--- src/rtl/shape_select_ctrl_if.sv ---
// Bus between the shape-select controller and its surroundings.
//   Buttons/frame_start : raw push-buttons (async, active-high) and the one-clk
//                         frame pulse from VGA sync.
//   *_select            : one-hot grid selection, idx 0..8 in row-major order.
//   full_screen         : selected shape shown full screen.
// slave = controller side, master = stimulus/consumer side.
interface shape_select_ctrl_if;
    logic btn_up;
    logic btn_down;
    logic btn_left;
    logic btn_right;
    logic btn_enter;
    logic frame_start;
    logic circle_select;
    logic square_select;
    logic triangle_select;
    logic oval_select;
    logic rectangle_select;
    logic diamond_select;
    logic hexagon_select;
    logic pentagon_select;
    logic star_select;
    logic full_screen;

    modport slave (
        input  btn_up, btn_down, btn_left, btn_right, btn_enter, frame_start,
        output circle_select, square_select, triangle_select, oval_select,
               rectangle_select, diamond_select, hexagon_select, pentagon_select,
               star_select, full_screen
    );

    modport master (
        output btn_up, btn_down, btn_left, btn_right, btn_enter, frame_start,
        input  circle_select, square_select, triangle_select, oval_select,
               rectangle_select, diamond_select, hexagon_select, pentagon_select,
               star_select, full_screen
    );
endinterface

--- src/rtl/shape_select_ctrl.sv ---
// Shape-select controller: debounces five buttons, moves a cursor over the
// 3x3 shape grid, toggles full-screen mode, and presents the selection to the
// renderer only on frame_start so a frame never mixes two selections.
//   clk, rst_n : single clock, async active-low reset
//   bus        : shape_select_ctrl_if.slave (buttons, frame_start, selects, full_screen)

// One button: 2-FF sync, hold-time debounce, rising-edge event pulse.
module shape_select_debounce #(
    parameter int DEBOUNCE_CYCLES = 500000,
    parameter int CNT_W           = 19
) (
    input  logic clk,
    input  logic rst_n,
    input  logic raw,
    output logic evt
);
    localparam logic [CNT_W-1:0] CNT_MAX = CNT_W'(DEBOUNCE_CYCLES - 1);

    logic             sync1, sync2;
    logic             stable, stable_d;
    logic [CNT_W-1:0] cnt;

    always_ff @(posedge clk or negedge rst_n) begin
        if (!rst_n) begin
            sync1    <= 1'b0;
            sync2    <= 1'b0;
            stable   <= 1'b0;
            stable_d <= 1'b0;
            cnt      <= '0;
        end else begin
            sync1    <= raw;
            sync2    <= sync1;
            stable_d <= stable;
            // Any agreement with the stable level restarts the hold count,
            // so a bounce shorter than DEBOUNCE_CYCLES never gets through.
            if (sync2 == stable) begin
                cnt <= '0;
            end else if (cnt == CNT_MAX) begin
                stable <= sync2;
                cnt    <= '0;
            end else begin
                cnt <= cnt + CNT_W'(1);
            end
        end
    end

    // Press only; release produces no event.
    assign evt = stable & ~stable_d;
endmodule

module shape_select_ctrl #(
    parameter int DEBOUNCE_CYCLES = 500000,
    parameter int CNT_W           = 19
) (
    input logic                 clk,
    input logic                 rst_n,
    shape_select_ctrl_if.slave  bus
);
    localparam int NUM_BTN = 5;
    localparam int B_UP    = 0;
    localparam int B_DOWN  = 1;
    localparam int B_LEFT  = 2;
    localparam int B_RIGHT = 3;
    localparam int B_ENTER = 4;

    typedef enum logic {GRID, FULL} state_t;

    logic [NUM_BTN-1:0] raw, evt;
    state_t             state;
    logic [1:0]         row, col;
    logic [3:0]         shadow_idx;
    logic [8:0]         shadow_sel;
    logic [8:0]         sel_q;
    logic               full_q;

    assign raw = {bus.btn_enter, bus.btn_right, bus.btn_left, bus.btn_down, bus.btn_up};

    for (genvar b = 0; b < NUM_BTN; b++) begin : g_btn
        shape_select_debounce #(
            .DEBOUNCE_CYCLES (DEBOUNCE_CYCLES),
            .CNT_W           (CNT_W)
        ) u_db (
            .clk   (clk),
            .rst_n (rst_n),
            .raw   (raw[b]),
            .evt   (evt[b])
        );
    end

    function automatic logic [1:0] inc3(input logic [1:0] v);
        return (v == 2'd2) ? 2'd0 : v + 2'd1;
    endfunction

    function automatic logic [1:0] dec3(input logic [1:0] v);
        return (v == 2'd0) ? 2'd2 : v - 2'd1;
    endfunction

    // Cursor/mode FSM. The if/else chain is the event priority:
    // enter > up > down > left > right; losers in the same clk are dropped.
    always_ff @(posedge clk or negedge rst_n) begin
        if (!rst_n) begin
            state <= GRID;
            row   <= 2'd0;
            col   <= 2'd0;
        end else if (evt[B_ENTER]) begin
            state <= (state == GRID) ? FULL : GRID;
        end else if (state == GRID) begin
            if      (evt[B_UP])    row <= dec3(row);
            else if (evt[B_DOWN])  row <= inc3(row);
            else if (evt[B_LEFT])  col <= dec3(col);
            else if (evt[B_RIGHT]) col <= inc3(col);
        end
    end

    assign shadow_idx = 4'(row) * 4'd3 + 4'(col);
    assign shadow_sel = 9'b1 << shadow_idx;

    // Outputs follow the shadow only at frame_start. An event in the same
    // clk updates row/col/state concurrently, so the frame takes the
    // pre-event view and the change shows at the following frame.
    always_ff @(posedge clk or negedge rst_n) begin
        if (!rst_n) begin
            sel_q  <= 9'b1;
            full_q <= 1'b0;
        end else if (bus.frame_start) begin
            sel_q  <= shadow_sel;
            full_q <= (state == FULL);
        end
    end

    assign bus.circle_select    = sel_q[0];
    assign bus.square_select    = sel_q[1];
    assign bus.triangle_select  = sel_q[2];
    assign bus.oval_select      = sel_q[3];
    assign bus.rectangle_select = sel_q[4];
    assign bus.diamond_select   = sel_q[5];
    assign bus.hexagon_select   = sel_q[6];
    assign bus.pentagon_select  = sel_q[7];
    assign bus.star_select      = sel_q[8];
    assign bus.full_screen      = full_q;
endmodule
--- src/flat_wrapper.sv ---
// flat-port wrapper written by rule: the top's interface ports become plain ports
module shape_select_ctrl_flat 
#(
    parameter int DEBOUNCE_CYCLES = 500000,
    parameter int CNT_W           = 19
)
  (clk, rst_n, bus_btn_up, bus_btn_down, bus_btn_left, bus_btn_right, bus_btn_enter, bus_frame_start, bus_circle_select, bus_square_select, bus_triangle_select, bus_oval_select, bus_rectangle_select, bus_diamond_select, bus_hexagon_select, bus_pentagon_select, bus_star_select, bus_full_screen);
  shape_select_ctrl_if bus_i ();
  input logic clk;
  input logic rst_n;
  input wire logic [$bits(bus_i.btn_up)-1:0] bus_btn_up;
  input wire logic [$bits(bus_i.btn_down)-1:0] bus_btn_down;
  input wire logic [$bits(bus_i.btn_left)-1:0] bus_btn_left;
  input wire logic [$bits(bus_i.btn_right)-1:0] bus_btn_right;
  input wire logic [$bits(bus_i.btn_enter)-1:0] bus_btn_enter;
  input wire logic [$bits(bus_i.frame_start)-1:0] bus_frame_start;
  output wire logic [$bits(bus_i.circle_select)-1:0] bus_circle_select;
  output wire logic [$bits(bus_i.square_select)-1:0] bus_square_select;
  output wire logic [$bits(bus_i.triangle_select)-1:0] bus_triangle_select;
  output wire logic [$bits(bus_i.oval_select)-1:0] bus_oval_select;
  output wire logic [$bits(bus_i.rectangle_select)-1:0] bus_rectangle_select;
  output wire logic [$bits(bus_i.diamond_select)-1:0] bus_diamond_select;
  output wire logic [$bits(bus_i.hexagon_select)-1:0] bus_hexagon_select;
  output wire logic [$bits(bus_i.pentagon_select)-1:0] bus_pentagon_select;
  output wire logic [$bits(bus_i.star_select)-1:0] bus_star_select;
  output wire logic [$bits(bus_i.full_screen)-1:0] bus_full_screen;
  assign bus_i.btn_up = bus_btn_up;
  assign bus_i.btn_down = bus_btn_down;
  assign bus_i.btn_left = bus_btn_left;
  assign bus_i.btn_right = bus_btn_right;
  assign bus_i.btn_enter = bus_btn_enter;
  assign bus_i.frame_start = bus_frame_start;
  assign bus_circle_select = bus_i.circle_select;
  assign bus_square_select = bus_i.square_select;
  assign bus_triangle_select = bus_i.triangle_select;
  assign bus_oval_select = bus_i.oval_select;
  assign bus_rectangle_select = bus_i.rectangle_select;
  assign bus_diamond_select = bus_i.diamond_select;
  assign bus_hexagon_select = bus_i.hexagon_select;
  assign bus_pentagon_select = bus_i.pentagon_select;
  assign bus_star_select = bus_i.star_select;
  assign bus_full_screen = bus_i.full_screen;
  shape_select_ctrl #(.DEBOUNCE_CYCLES(DEBOUNCE_CYCLES), .CNT_W(CNT_W)) u_core (.clk(clk), .rst_n(rst_n), .bus(bus_i));
endmodule
--- config.mk ---
export PLATFORM = sky130hd
export DESIGN_NAME = shape_select_ctrl_flat
export DESIGN_NICKNAME = d
export VERILOG_FILES = /design/src/rtl/shape_select_ctrl_if.sv /design/src/rtl/shape_select_ctrl.sv /design/src/flat_wrapper.sv
export SDC_FILE = /design/constraint.sdc
export NUM_CORES = 1
export LEC_CHECK = 0
export ABC_AREA = 1
export BUFFER_PORTS_ARGS = -buffer_cell sky130_fd_sc_hd__buf_2
export CAP_MARGIN = 20
export CORE_ASPECT_RATIO = 1.4
export CORE_UTILIZATION = 57
export DETAILED_ROUTE_END_ITERATION = 8
export GPL_ROUTABILITY_DRIVEN = 0
export PLACE_DENSITY = 0.87
export SLEW_MARGIN = 5
export SYNTH_ARGS = -nofsm -noshare
export SYNTH_HDL_FRONTEND = slang
export SYNTH_SLANG_ARGS = --single-unit
export TNS_END_PERCENT = 20
--- constraint.sdc ---
create_clock -name clk -period 2 [get_ports clk]
set_clock_uncertainty 0.05 [all_clocks]
set_input_delay 0.6 -clock clk [delete_from_list [all_inputs] [get_ports clk]]
set_output_delay 0.6 -clock clk [all_outputs]
set_load 0.01 [all_outputs]
==> metrics.cfg <==
[flow_run]
drv_cap=0

[pwr]
switching_power_w=0.00130
seqPwrFrac_pct=43.5
clock_power_share_pct=53.5
total_power_w=0.00621
power.internal_w=0.00491
p_per_area_nw_per_um2=769
power_frac_comb_pct=3.0
ir_drop_mv=0.433
leakage_nw=3.58
p_sw_share_pct=21.0

[clock_tree]
numCtsBuffers=17
clkLatencyLatePin_ns=0.43
cts_sinks=130
clkTransAtPathRegs_ns=0.06
cts_tree=built
clockBufferDepth=2
cts_root_buf=clkbuf_16
cts_max_level=4

[logic_synthesis]
yosysSeqAreaShare_pct=46.0
synth-seq-cells=130
synth_cells=904
yosysUniqueCellTypes=34
ys.warnings.count=0
syn_nets=928
synth.avg_cell_area_um2=7.83
syn_area_um2=7080

[grt]
grt_pass1_vias=5889
globalRouteOverflowTotal=0
grt_usage_pct=25.0
grt_pass1_wl_um=25100
antenna_found_initial=0
grt_max_degree=45

[final_layout]
fin_nets=967
drive_above_1_share_pct=13.3
diodes=0
fillCellCount=926
area_growth_pct=14.0

[placed_design]
place_ws_ns=-0.151
io_buffer_count=17
dp_hpwl_um=10000

[worst_setup_path]
crit_required_ns=2.31
cp_data_arrival_time_ns=2.35
reg2reg_depth=6
regToRegStartpoint=u_core.col[1]
cp-startpoint=u_core.col[1]
crit_path_max_fanout=3
endpoint=u_core.sel_q[1]
reg2reg_to=u_core.sel_q[1]
r2r_slack_ns=-0.04
critical_path.endpoint_type=flop
start_kind=flop
crit_type=reg -> reg

[timing]
fin_setup_tns_ns=-0.124
finalHoldViolations=0
relSlewSlack_pct=75.4
clock.fmax_mhz=490
tightest_slew_ns=0.368
period_share_pct=102
setup_slack_ns=-0.0416
min_period_ns=2.04
rsz0062_at_grt=true
report.final.slew_viol_count=0
setup_viol_count_final=4

[routing]
dr.pass1.iters=5
vias=5881
drt-wirelength-per-cell_um=13.4
ant_nets=0
first_iter_violations=284
vias_per_cell=5.33
drc=0
routed_wl_um=14800

[die]
core_um2=11900
start_util_pct=59.3
rows=47
die_h_um=134
die_area_um2=12900
die_w_um=96.2
ioPinCount=18

[status]
violations=setup timing
status=finished, violations left

[worst_hold_path]
hold_path_class=in -> async

logic make-up (layout without fill, tap and decap cells):
group	count (synthesis)	count (layout)	share of synthesized area, %
AOI/OAI and AO/OA	55	55	4.01
xor gates and xnor gates	53	53	6.98
adders and majority gates	16	16	3.15
buffers and inverters	110	162	5.88
DFF	130	130	46.0
and+or+nand+nor	540	540	34.0
synth_stat cells, drive strengths merged:
| master | instances | area, um^2 |
|---|---|---|
| o21ai | 33 | 165 |
| a21oi | 18 | 90.1 |
| and2 | 2 | 12.5 |
| fa | 3 | 60.1 |
| nand3b | 1 | 7.51 |
| buf | 3 | 15.0 |
| o22ai | 1 | 6.26 |
| inv | 106 | 398 |
| and3 | 3 | 18.8 |
| xor2 | 36 | 345 |
| nor2 | 256 | 1100 |
| nand3 | 71 | 370 |
| ha | 13 | 163 |
| or2 | 2 | 12.5 |
| nor3b | 6 | 50.1 |
| xnor2 | 17 | 149 |
| clkbuf | 1 | 3.75 |
| dfstp | 1 | 26.3 |
| nand4 | 10 | 62.6 |
| o21a | 1 | 7.51 |
| o21bai | 1 | 7.51 |
| nor3 | 1 | 5.00 |
| o211ai | 1 | 7.51 |
| nand2 | 188 | 771 |
| dfrtp | 129 | 3230 |
how the worst min path moves through the flow:
stage          cells past startpoint  slack, ns                          end                       start
2_1_floorplan                      0       0.25       u_core.bus.full_screen                       rst_n
3_3_place_gp                       0       0.28   u_core.g_btn[4].u_db.sync2  u_core.g_btn[4].u_db.sync1
3_5_place_dp                       0       0.29   u_core.g_btn[1].u_db.sync2  u_core.g_btn[1].u_db.sync1
4_1_cts                            1       0.02  u_core.g_btn[4].u_db.cnt[6]                       rst_n
5_1_grt                            1       0.04  u_core.g_btn[4].u_db.cnt[7]                       rst_n
6_report                           1       0.01  u_core.g_btn[4].u_db.cnt[6]                       rst_n
timing repair:
| item | 4_1_cts | 5_1_grt |
|---|---|---|
| endpoints found under the setup margin | 9 | 9 |
| cloned | 0 | 0 |
| gates resized for setup | 9 | 6 |
| pin swaps | 4 | 1 |
| buffers inserted | 0 | 0 |
| hold buffers | 0 | 0 |
layout by cell type, fill, tap and decap left out, drive strengths merged, types with 4 or more instances in the layout:
master	n
xor2	36
nor3b	6
nand3	71
inv	107
nor2	256
buf	24
a21oi	18
nand4	10
xnor2	17
ha	13
clkbuf	23
nand2	188
dfrtp	129
o21ai	33
bufinv	4
critical path, cell delays in order, from the launching register on:
cell and delay, ns:
dfrtp_1 0.39, fa_1 0.55, ha_2 0.19, inv_1 0.06, fa_1 0.52, nand2_2 0.08
o21ai_2 0.12
per-stage QoR:
stage | cell area (um^2) | utilization, % | hold slack (ns) | cells
4_1_cts | 8050 | 67.5 | 0.0171 | 1103
2_1_floorplan | 7080 | - | 0.254 | 904
5_1_grt | 8070 | 67.6 | 0.0378 | 1103
3_5_place_dp | 7410 | 62.1 | 0.286 | 1071
6_report | 8070 | 67.6 | 0.0123 | 1103
3_3_place_gp | 7410 | 62.1 | 0.283 | 1071
registers in the layout (all words and copies together) (netlist names), 2 cells and up:
signal and flops:
u_core.g_btn.u_db.stable 5, u_core.g_btn.u_db.cnt 95, u_core.row 2, u_core.sel_q 9, u_core.col 2, u_core.g_btn.u_db.stable_d 5
u_core.g_btn.u_db.sync2 5, u_core.g_btn.u_db.sync1 5
layer usage:
| metal | wire (um) | track usage [%] | up-vias |
|---|---|---|---|
| met3 | 593 | 6.69 | 57 |
| met5 | 0 | 0 | - |
| met1 | 6000 | 27.5 | 2794 |
| li1 | - | - | 2885 |
| met2 | 7800 | 43.7 | 145 |
| met4 | 416 | 12.3 | 0 |
power groups by stage:
stage,sequential (W),clock [W],combinational [W]
finish,0.00270,0.00332,0.000185
global route,0.00270,0.00347,0.000212
CTS,0.00270,0.00336,0.000189
detailed placement,0.00274,0,0.000182
global placement,0.00274,0,0.000177
floorplan,0.00274,0,0.0000818
area by class of cell:
cell class	instances	area [um^2]	share of cell area (%)
Timing Repair Buffer	24	169	2.09
Multi-Input combinational cell	664	3440	42.6
Clock buffer	23	478	5.92
Tap cell	147	184	2.28
Inverter	106	398	4.93
Sequential cell	130	3250	40.3
Clock inverter	9	151	1.88
(Power assumes the default switching activity.)
